--- src/rtl/uart_tx.sv ---
// rtl/uart_tx.sv - UART transmitter: valid/ready byte in, start/data/parity/stop serial frame out
module uart_tx #(
  parameter int CLKS_PER_BIT = 56,
  parameter int PARITY       = 0,
  parameter int STOP_BITS    = 1
) (
  input  logic       clk,
  input  logic       rst,
  input  logic [7:0] tx_data,
  input  logic       tx_valid,
  output logic       tx_ready,
  output logic       tx,
  output logic       tx_busy,
  output logic       tx_done
);

  localparam int CW = $clog2(CLKS_PER_BIT);
  localparam logic [CW-1:0] CNT_LAST = CW'(CLKS_PER_BIT - 1);

  typedef enum logic [2:0] {IDLE, START, DATA, PAR, STOP} state_t;

  state_t        state;
  logic [CW-1:0] bit_cnt;
  logic [2:0]    bit_idx;
  logic          stop_idx;
  logic [7:0]    shift;
  logic          par_bit;

  logic bit_end;
  logic last_stop;
  logic accept;

  assign bit_end   = (bit_cnt == CNT_LAST);
  assign last_stop = (STOP_BITS == 2) ? stop_idx : 1'b1;
  assign tx_ready  = (state == IDLE) || (state == STOP && last_stop && bit_end);
  assign accept    = tx_valid && tx_ready;
  assign tx_busy   = (state != IDLE);

  // Parity is captured at accept time because the shift register is consumed by DATA.
  always_ff @(posedge clk or posedge rst) begin
    if (rst) begin
      state    <= IDLE;
      bit_cnt  <= '0;
      bit_idx  <= '0;
      stop_idx <= 1'b0;
      shift    <= '0;
      par_bit  <= 1'b0;
      tx       <= 1'b1;
      tx_done  <= 1'b0;
    end else begin
      tx_done <= 1'b0;
      bit_cnt <= (state == IDLE || bit_end) ? '0 : bit_cnt + CW'(1);
      case (state)
        IDLE: begin
          tx <= 1'b1;
          if (accept) begin
            state   <= START;
            tx      <= 1'b0;
            shift   <= tx_data;
            par_bit <= (PARITY == 2) ? ^tx_data : ~^tx_data;
          end
        end
        START: begin
          if (bit_end) begin
            state   <= DATA;
            bit_idx <= '0;
            tx      <= shift[0];
          end
        end
        DATA: begin
          if (bit_end) begin
            if (bit_idx == 3'd7) begin
              stop_idx <= 1'b0;
              if (PARITY != 0) begin
                state <= PAR;
                tx    <= par_bit;
              end else begin
                state <= STOP;
                tx    <= 1'b1;
              end
            end else begin
              bit_idx <= bit_idx + 3'd1;
              shift   <= shift >> 1;
              tx      <= shift[1];
            end
          end
        end
        PAR: begin
          if (bit_end) begin
            state    <= STOP;
            stop_idx <= 1'b0;
            tx       <= 1'b1;
          end
        end
        STOP: begin
          if (bit_end) begin
            if (last_stop) begin
              tx_done <= 1'b1;
              if (accept) begin
                state   <= START;
                tx      <= 1'b0;
                shift   <= tx_data;
                par_bit <= (PARITY == 2) ? ^tx_data : ~^tx_data;
              end else begin
                state <= IDLE;
              end
            end else begin
              stop_idx <= 1'b1;
            end
          end
        end
        default: begin
          state <= IDLE;
          tx    <= 1'b1;
        end
      endcase
    end
  end

endmodule

--- config.mk ---
export PLATFORM = sky130hd
export DESIGN_NAME = uart_tx
export DESIGN_NICKNAME = d
export VERILOG_FILES = /design/src/rtl/uart_tx.sv
export SDC_FILE = /design/constraint.sdc
export NUM_CORES = 1
export LEC_CHECK = 0
export CAP_MARGIN = 5
export CORE_MARGIN = 4
export CORE_UTILIZATION = 30
export CTS_CLUSTER_SIZE = 14
export DETAILED_ROUTE_END_ITERATION = 8
export SYNTH_ARGS = -nofsm -noshare
export SYNTH_HDL_FRONTEND = slang
export SYNTH_SLANG_ARGS = --single-unit
--- constraint.sdc ---
create_clock -name clk -period 4.7 [get_ports clk]
set_input_delay 0.94 -clock clk [delete_from_list [all_inputs] [get_ports clk]]
set_output_delay 0.94 -clock clk [all_outputs]
set_load 0.05 [all_outputs]
==> results of run 1 <==
==> cells in the mapped netlist, drive strengths merged <==
cell type | n | area (µm²)
nand2b | 1 | 8.76
o22ai | 1 | 6.26
inv | 3 | 11.3
nor4 | 1 | 21.3
a31oi | 1 | 6.26
ha | 3 | 37.5
nor2 | 9 | 36.3
o21ai | 5 | 25.0
mux2 | 16 | 180
a21oi | 4 | 31.3
nand2 | 8 | 32.5
xor2 | 2 | 17.5
and4b | 1 | 11.3
a22o | 3 | 26.3
nand3 | 2 | 10.0
buf | 3 | 17.5
and3 | 1 | 6.26
nor2b | 3 | 21.3
dfstp | 1 | 26.3
xnor2 | 2 | 17.5
and2 | 1 | 7.51
dfrtp | 21 | 526
a211oi | 2 | 15.0
mux2i | 1 | 10.0
o311ai | 1 | 8.76
o211ai | 2 | 20.0
nor3 | 4 | 20.0
nor3b | 2 | 20.0
==> flip-flops by register name, summed over array words and instances, names as in the netlist <==
name / flops
bit_cnt: 6
bit_idx: 3
shift: 8
state: 3
tx: 1
tx_done: 1
==> cells by family after synthesis <==
group / synth area share [%]
buffers and inverters: 2.44
DFF: 46.9
xor gates and xnor gates: 2.98
and+or+nand+nor: 16.6
AOI/OAI and AO/OA: 11.8
muxes: 16.2
adders and majority gates: 3.19
==> critical path, cell delays in order, from the launching register on <==
cell	delay, ps
dfrtp_1	380
ha_1	210
and4b_2	290
nand2_2	160
o21ai_0	200
clkdlybuf4s50_1	830
==> how the worst max path moves through the flow <==
| stage | end | slack, ps |
|---|---|---|
| 4_1_cts | tx_ready | 1450 |
| 2_1_floorplan | tx_ready | 1690 |
| 3_5_place_dp | tx_ready | 1740 |
| 5_1_grt | tx_ready | 1280 |
| 3_3_place_gp | tx_ready | 1780 |
| 6_report | tx_ready | 1450 |
==> routing by layer <==
| metal | wire [µm] | share of wire, % | vias up | global-route usage [%] |
|---|---|---|---|---|
| met2 | 1190 | 51 | 16 | 16.3 |
| met4 | 70 | 3.0 | 0 | 5.85 |
| met1 | 1010 | 43 | 407 | 13.0 |
| met3 | 72 | 3.1 | 6 | 1.85 |
| met5 | 0 | 0 | - | 0 |
| li1 | - | - | 402 | - |
==> per-stage QoR <==
stage,hold WS (ps),std cells,instance area (µm²)
6_report,473,167,1410
5_1_grt,489,167,1410
4_1_cts,482,167,1410
3_5_place_dp,459,163,1360
3_3_place_gp,443,163,1360
2_1_floorplan,433,104,1180
==> cell type report <==
class	count	area, µm²	area share [%]
tap	48	60.1	4.27
timing repair buffer	14	140	9.97
sequential	22	552	39.3
clock buffer	4	45.0	3.21
multi-input combinational	76	597	42.5
inverter	3	11.3	0.801
==> where the power goes <==
group / leakage, nW / internal (W) / switching [W]
combinational: 0.284 / 0.000109 / 0.000108
sequential: 0.277 / 0.000263 / 0.0000630
clock: 0.0228 / 0.0000604 / 0.0000597
==> results.cfg, run 1 <==
[floorplan]
placementRows = 22
die_area_mm2 = 0.00499
ios = 15
core-area_mm2 = 0.00372
fp.dieW_um = 70.6
start_util_pct = 31.7
die_h_um = 70.6

[placed_design]
post-place-ws_ps = 1740
gp_congestion = 0.783
numPortBuffers = 14
place_hpwl_um = 1700

[global_route]
grt_max_degree = 23
overflow = 0
grt_usage_pct = 10.2
grt_pass1_wl_um = 4020
grt_pass1_vias = 860
antenna_found_initial = 0

[cts]
cts_setup_buffers = 0
root_buffer = clkbuf_8
htreeDepth = 1
clk_latency_ps = 260
clkSinkCount = 22
path_clk_slew_ps = 70
cts_tree = done
ctsResizeCount = 0
numCtsBuffers = 3
hold_buffers = 0
clockBufferDepth = 2

[detailed_routing]
ant_nets = 0
drtIter0Drc = 88
dr.pass1.iters = 4
drt_wl_total_um = 2340
route.detailed.drc = 0
wl_per_cell_um = 14.0
via_count = 831
vias_per_cell = 4.98

[layout]
num-fill-cells = 364
drive_above_1_share_pct = 25.2
layout_commonest_cell = dfrtp_1
antennaDiodeCount = 0
finish.utilization_pct = 37.8
final_cell_mix = dfrtp_1, mux2_2, clkdlybuf4s50_1
num-nets-final = 134
synthToLayoutAreaGrowth_pct = 19.3

[synth]
synth_area_per_cell_um2 = 11.3
ys_seq_area_share_pct = 46.9
synth.distinct_cells = 35
yosysWarningCount = 0
ys_ff_latch = 22
syn_inst = 104
syn_area_mm2 = 0.00118
synth.net_count = 118

[timing]
rsz0062_at_grt = no
fin_crit_sh_pct = 69.1
setup-violations-final = 0
skew_ps = 6.58
slew-limit-headroom_pct = 44.7
worstMarginPinSlew_ps = 828
fmax_mhz = 308
setup_tns_ps = 0
hold_viol_final = 0
finalCriticalPeriod_ps = 3250
layout_setup_ws_ps = 1450
slew_viol_final = 0

[critical_path]
crit_type = flip-flop to output pin
r2r-start = bit_idx[0]
crit_arrival_ps = 2310
startpoint = bit_cnt[0]
reg2reg_to = shift[7]
r2r_cells = 6
start_kind = flip-flop
end_kind = output pin
regToRegSetupSlack_ps = 2670
path_max_fanout = 10
required_ps = 3760

[pwr]
total_power_w = 0.000663
irDropWorstVdd_uv = 111
power_leakage_nw = 0.583
p_per_area_mw_per_mm2 = 472

[job]
max_cap_viol_count = 0

[hold_path]
worst_hold_path.num_cells = 1
min_from = bit_cnt[0]
min_to = bit_cnt[0]
hold_class = flip-flop to flip-flop

[run_status]
status = complete, no violations
(Power assumes the default switching activity.)
==> inputs of run 2 (changes only) <==
Clock period 4.7 ns to 3.2 ns, I/O delays scaled along.
==> results.cfg, run 2 (synthesis results as in run 1) <==
[run_status]
status = complete, no violations

[layout]
finish.utilization_pct = 38.3
antennaDiodeCount = 0
drive_above_1_share_pct = 26.7
layout_commonest_cell = dfrtp_1
largest_reg_flops = 8
reg.largest.list = shift: 8 flops, bit_cnt: 6 flops
fin_cells = 168
synthToLayoutAreaGrowth_pct = 20.8
regMostFlops = shift
final_cell_mix = dfrtp_1, mux2_2, clkdlybuf4s50_1
seq_area_um2 = 552
num-nets-final = 135
num-fill-cells = 376
multi_input_area_um2 = 597

[timing]
layout_setup_ws_ps = 262
setup_tns_ps = 0
hold_viol_final = 0
slew-limit-headroom_pct = 45.7
rsz0062_at_grt = no
slew_viol_final = 0
fin_crit_sh_pct = 91.8
skew_ps = 2.47
setup-violations-final = 0
fmax_mhz = 340
finalCriticalPeriod_ps = 2940
worstMarginPinSlew_ps = 814

[pwr]
power_leakage_nw = 0.594
irDropWorstVdd_uv = 197
p_per_area_mw_per_mm2 = 691
total_power_w = 0.000983

[detailed_routing]
route.detailed.drc = 0
drtIter0Drc = 79
drt_wl_total_um = 2200
ant_nets = 0
wl_per_cell_um = 13.1
vias_per_cell = 4.85
via_count = 815
dr.pass1.iters = 4

[global_route]
antenna_found_initial = 0
grt_pass1_vias = 879
grt_usage_pct = 9.79
grt_max_degree = 23
grt_pass1_wl_um = 3910
overflow = 0

[critical_path]
crit_chain = ha_1, and4b_2, nand2_2, o21ai_0, clkdlybuf4s50_1
worst_path_largest_cell_delay_ps = 820
required_ps = 2560
crit_type = flip-flop to output pin
cp_slowest_cell = clkdlybuf4s50_1
crit_arrival_ps = 2300
start_kind = flip-flop
end_kind = output pin
path_max_fanout = 10

[placed_design]
placed_cells = 164
place_hpwl_um = 1730
post-place-ws_ps = 535
numPortBuffers = 14
gp_congestion = 0.799

[floorplan]
die_h_um = 70.6
placementRows = 22
fp.dieW_um = 70.6
core-area_mm2 = 0.00372
start_util_pct = 31.7
ios = 15
die_area_mm2 = 0.00499

[cts]
root_buffer = clkbuf_8
clockBufferDepth = 2
cts_setup_buffers = 0
cts_tree = done
path_clk_slew_ps = 70
htreeDepth = 1
clkSinkCount = 22
ctsResizeCount = 0
clk_latency_ps = 260
hold_buffers = 0
numCtsBuffers = 3

[hold_path]
hold_class = flip-flop to flip-flop

[job]
max_cap_viol_count = 0
==> run 2: routing by layer <==
metal	GRT usage, %	up-vias	wire (µm)
met5	0	-	0
met4	4.38	0	19
met3	1.99	2	44
met2	17.5	8	1120
met1	11.3	401	1010
li1	-	404	-
==> run 2: path summary, 6_finish.rpt <==
path / start / cells after the start / slack (ps) / end
setup / recovery: bit_cnt[0] / 5 / 260 / tx_ready
hold / removal: bit_cnt[0] / 1 / 460 / bit_cnt[0]
setup reg to reg: bit_idx[0] / 6 / 1200 / shift[4]
hold reg to reg: bit_cnt[0] / 1 / 460 / bit_cnt[0]
max in group asynchronous: rst / 2 / 1860 / state[0]
min in group asynchronous: rst / 2 / 840 / state[2]
==> run 2: final cells by class <==
class	instances	area share [%]
Tap cell	48	4.22
Multi-Input combinational cell	76	42.0
Sequential cell	22	38.8
Inverter	3	0.792
Timing Repair Buffer	15	10.4
Clock buffer	4	3.87
==> run 2: power breakdown <==
group / leakage (nW) / internal (W) / switching, W
registers: 0.277 / 0.000387 / 0.0000810
clock network: 0.0288 / 0.000109 / 0.0000844
logic: 0.288 / 0.000161 / 0.000160
==> run 2: per-stage QoR <==
stage               cell area, µm²  hold WS (ps)
finish                        1420           464
detailed placement            1370           454
CTS                           1420           465
global placement              1370           443
floorplan                     1180           433
global route                  1420           487
==> run 2: critical path: cells and delay by family, from the launching register on <==
family | cells | cell delay, ps
AOI/OAI and AO/OA | 1 | 200
adders and majority gates | 1 | 200
buffers and inverters | 1 | 820
DFF | 1 | 370
and+or+nand+nor | 2 | 440
==> inputs of run 3 (changes only) <==
Settings changed: CORE_MARGIN 4 to 2.
==> results.cfg, run 3 (synthesis results as in run 1) <==
[run_status]
status = complete, no violations

[layout]
final_cell_mix = dfrtp_1, mux2_2, clkdlybuf4s50_1
num-nets-final = 135
largest_reg_flops = 8
antennaDiodeCount = 0
reg.largest.list = shift: 8 flops, bit_cnt: 6 flops
finish.utilization_pct = 38.3
layout_commonest_cell = dfrtp_1
regMostFlops = shift
seq_area_um2 = 552
multi_input_area_um2 = 597
synthToLayoutAreaGrowth_pct = 20.8
fin_cells = 168
final_area_mm2 = 0.00142
num-fill-cells = 358
drive_above_1_share_pct = 26.7

[cts]
cts_tree = done
ctsResizeCount = 0
htreeDepth = 1
clockBufferDepth = 2
path_clk_slew_ps = 80
clkSinkCount = 22
root_buffer = clkbuf_8
cts_setup_buffers = 0
clk_latency_ps = 260
hold_buffers = 0
numCtsBuffers = 3

[pwr]
p_per_area_mw_per_mm2 = 696
internal_power_w = 0.000658
power_leakage_nw = 0.594
switching_share_pct = 33.5
irDropWorstVdd_uv = 202
sequentialPowerShare_pct = 47.2
p_comb_share_pct = 33.1
switchingPower_w = 0.000332
p_clk_share_pct = 19.7

[critical_path]
cp_slowest_cell = clkdlybuf4s50_1
end_kind = output pin
r2r_cells = 6
crit_chain = ha_1, and4b_2, nand2_2, o21ai_0, clkdlybuf4s50_1
crit_type = flip-flop to output pin
crit_arrival_ps = 2330
required_ps = 2560
start_kind = flip-flop
path_max_fanout = 10
worst_path_largest_cell_delay_ps = 830

[timing]
skew_ps = 1.69
fin_crit_sh_pct = 92.7
slew-limit-headroom_pct = 45.3
setup_tns_ps = 0
finalCriticalPeriod_ps = 2970
setup-violations-final = 0
fmax_mhz = 337
rsz0062_at_grt = no
worstMarginPinSlew_ps = 820
hold_viol_final = 0
slew_viol_final = 0

[detailed_routing]
dr.pass1.iters = 4
drt_wl_total_um = 2130
drtIter0Drc = 82
wl_per_cell_um = 12.7
via_count = 833
vias_per_cell = 4.96
ant_nets = 0
route.detailed.drc = 0

[floorplan]
core-area_mm2 = 0.00372
die_area_mm2 = 0.00444
fp.dieW_um = 66.6
placementRows = 22
ios = 15
die_h_um = 66.6
start_util_pct = 31.7

[global_route]
grt_usage_pct = 11.0
overflow = 0
antenna_found_initial = 0
grt_pass1_wl_um = 3730
grt_pass1_vias = 869
grt_max_degree = 23

[placed_design]
gp_congestion = 0.878
numPortBuffers = 14
placed_cells = 164
placed_area_mm2 = 0.00137
place_hpwl_um = 1620

[hold_path]
worst_hold_path.num_cells = 1
hold_class = flip-flop to flip-flop

[job]
max_cap_viol_count = 0
## run 3: cell counts in the layout (fill, tap and decap cells not counted)
No cell type changed its count.
## run 3: power by group through the flow
| stage | clock network [W] | logic [W] | registers (W) |
|---|---|---|---|
| 5_1_grt | 0.000216 | 0.000364 | 0.000484 |
| 6_report | 0.000195 | 0.000328 | 0.000467 |
| 3_5_place_dp | 0 | 0.000331 | 0.000474 |
| 3_3_place_gp | 0 | 0.000324 | 0.000467 |
| 2_1_floorplan | 0 | 0.000243 | 0.000469 |
| 4_1_cts | 0.000204 | 0.000332 | 0.000468 |
## run 3: worst max-delay path: cells and delay by family, from the launching register on
kind	cells	cell delay, ps
compound gates	1	220
fa+ha+maj	1	210
buf+inv	1	830
flops	1	370
simple gates	2	450
## run 3: path summary, 6_finish.rpt
kind / to / from / slack (ps)
max: tx_ready / bit_cnt[0] / 230
min: bit_cnt[0] / bit_cnt[0] / 460
max reg2reg: shift[7] / bit_idx[0] / 1220
min reg2reg: bit_cnt[0] / bit_cnt[0] / 460
max in group asynchronous: bit_cnt[2] / rst / 1850
min in group asynchronous: shift[7] / rst / 850
## run 3: routing by layer
layer  GRT usage (%)  wire, µm  share of wire [%]
met1            13.3       978                 46
met2            18.6      1060                 50
met3            1.52        63                3.0
met4            6.63        29                1.4
met5               0         0                  0
## run 3: final cells by class
class / instances / area share (%)
multi-input cells: 76 / 42.0
flip-flops and latches: 22 / 38.8
repair buffers: 15 / 10.4
well taps: 48 / 4.22
clock buffers: 4 / 3.87
inverters: 3 / 0.792
## run 3: through the flow
step	total power [W]	hold slack (ps)	worst slack, ps
CTS	0.00100	471	224
detailed placement	0.000804	460	511
global route	0.00106	500	78.9
floorplan	0.000712	433	489
global placement	0.000792	443	582
finish	0.000990	464	233
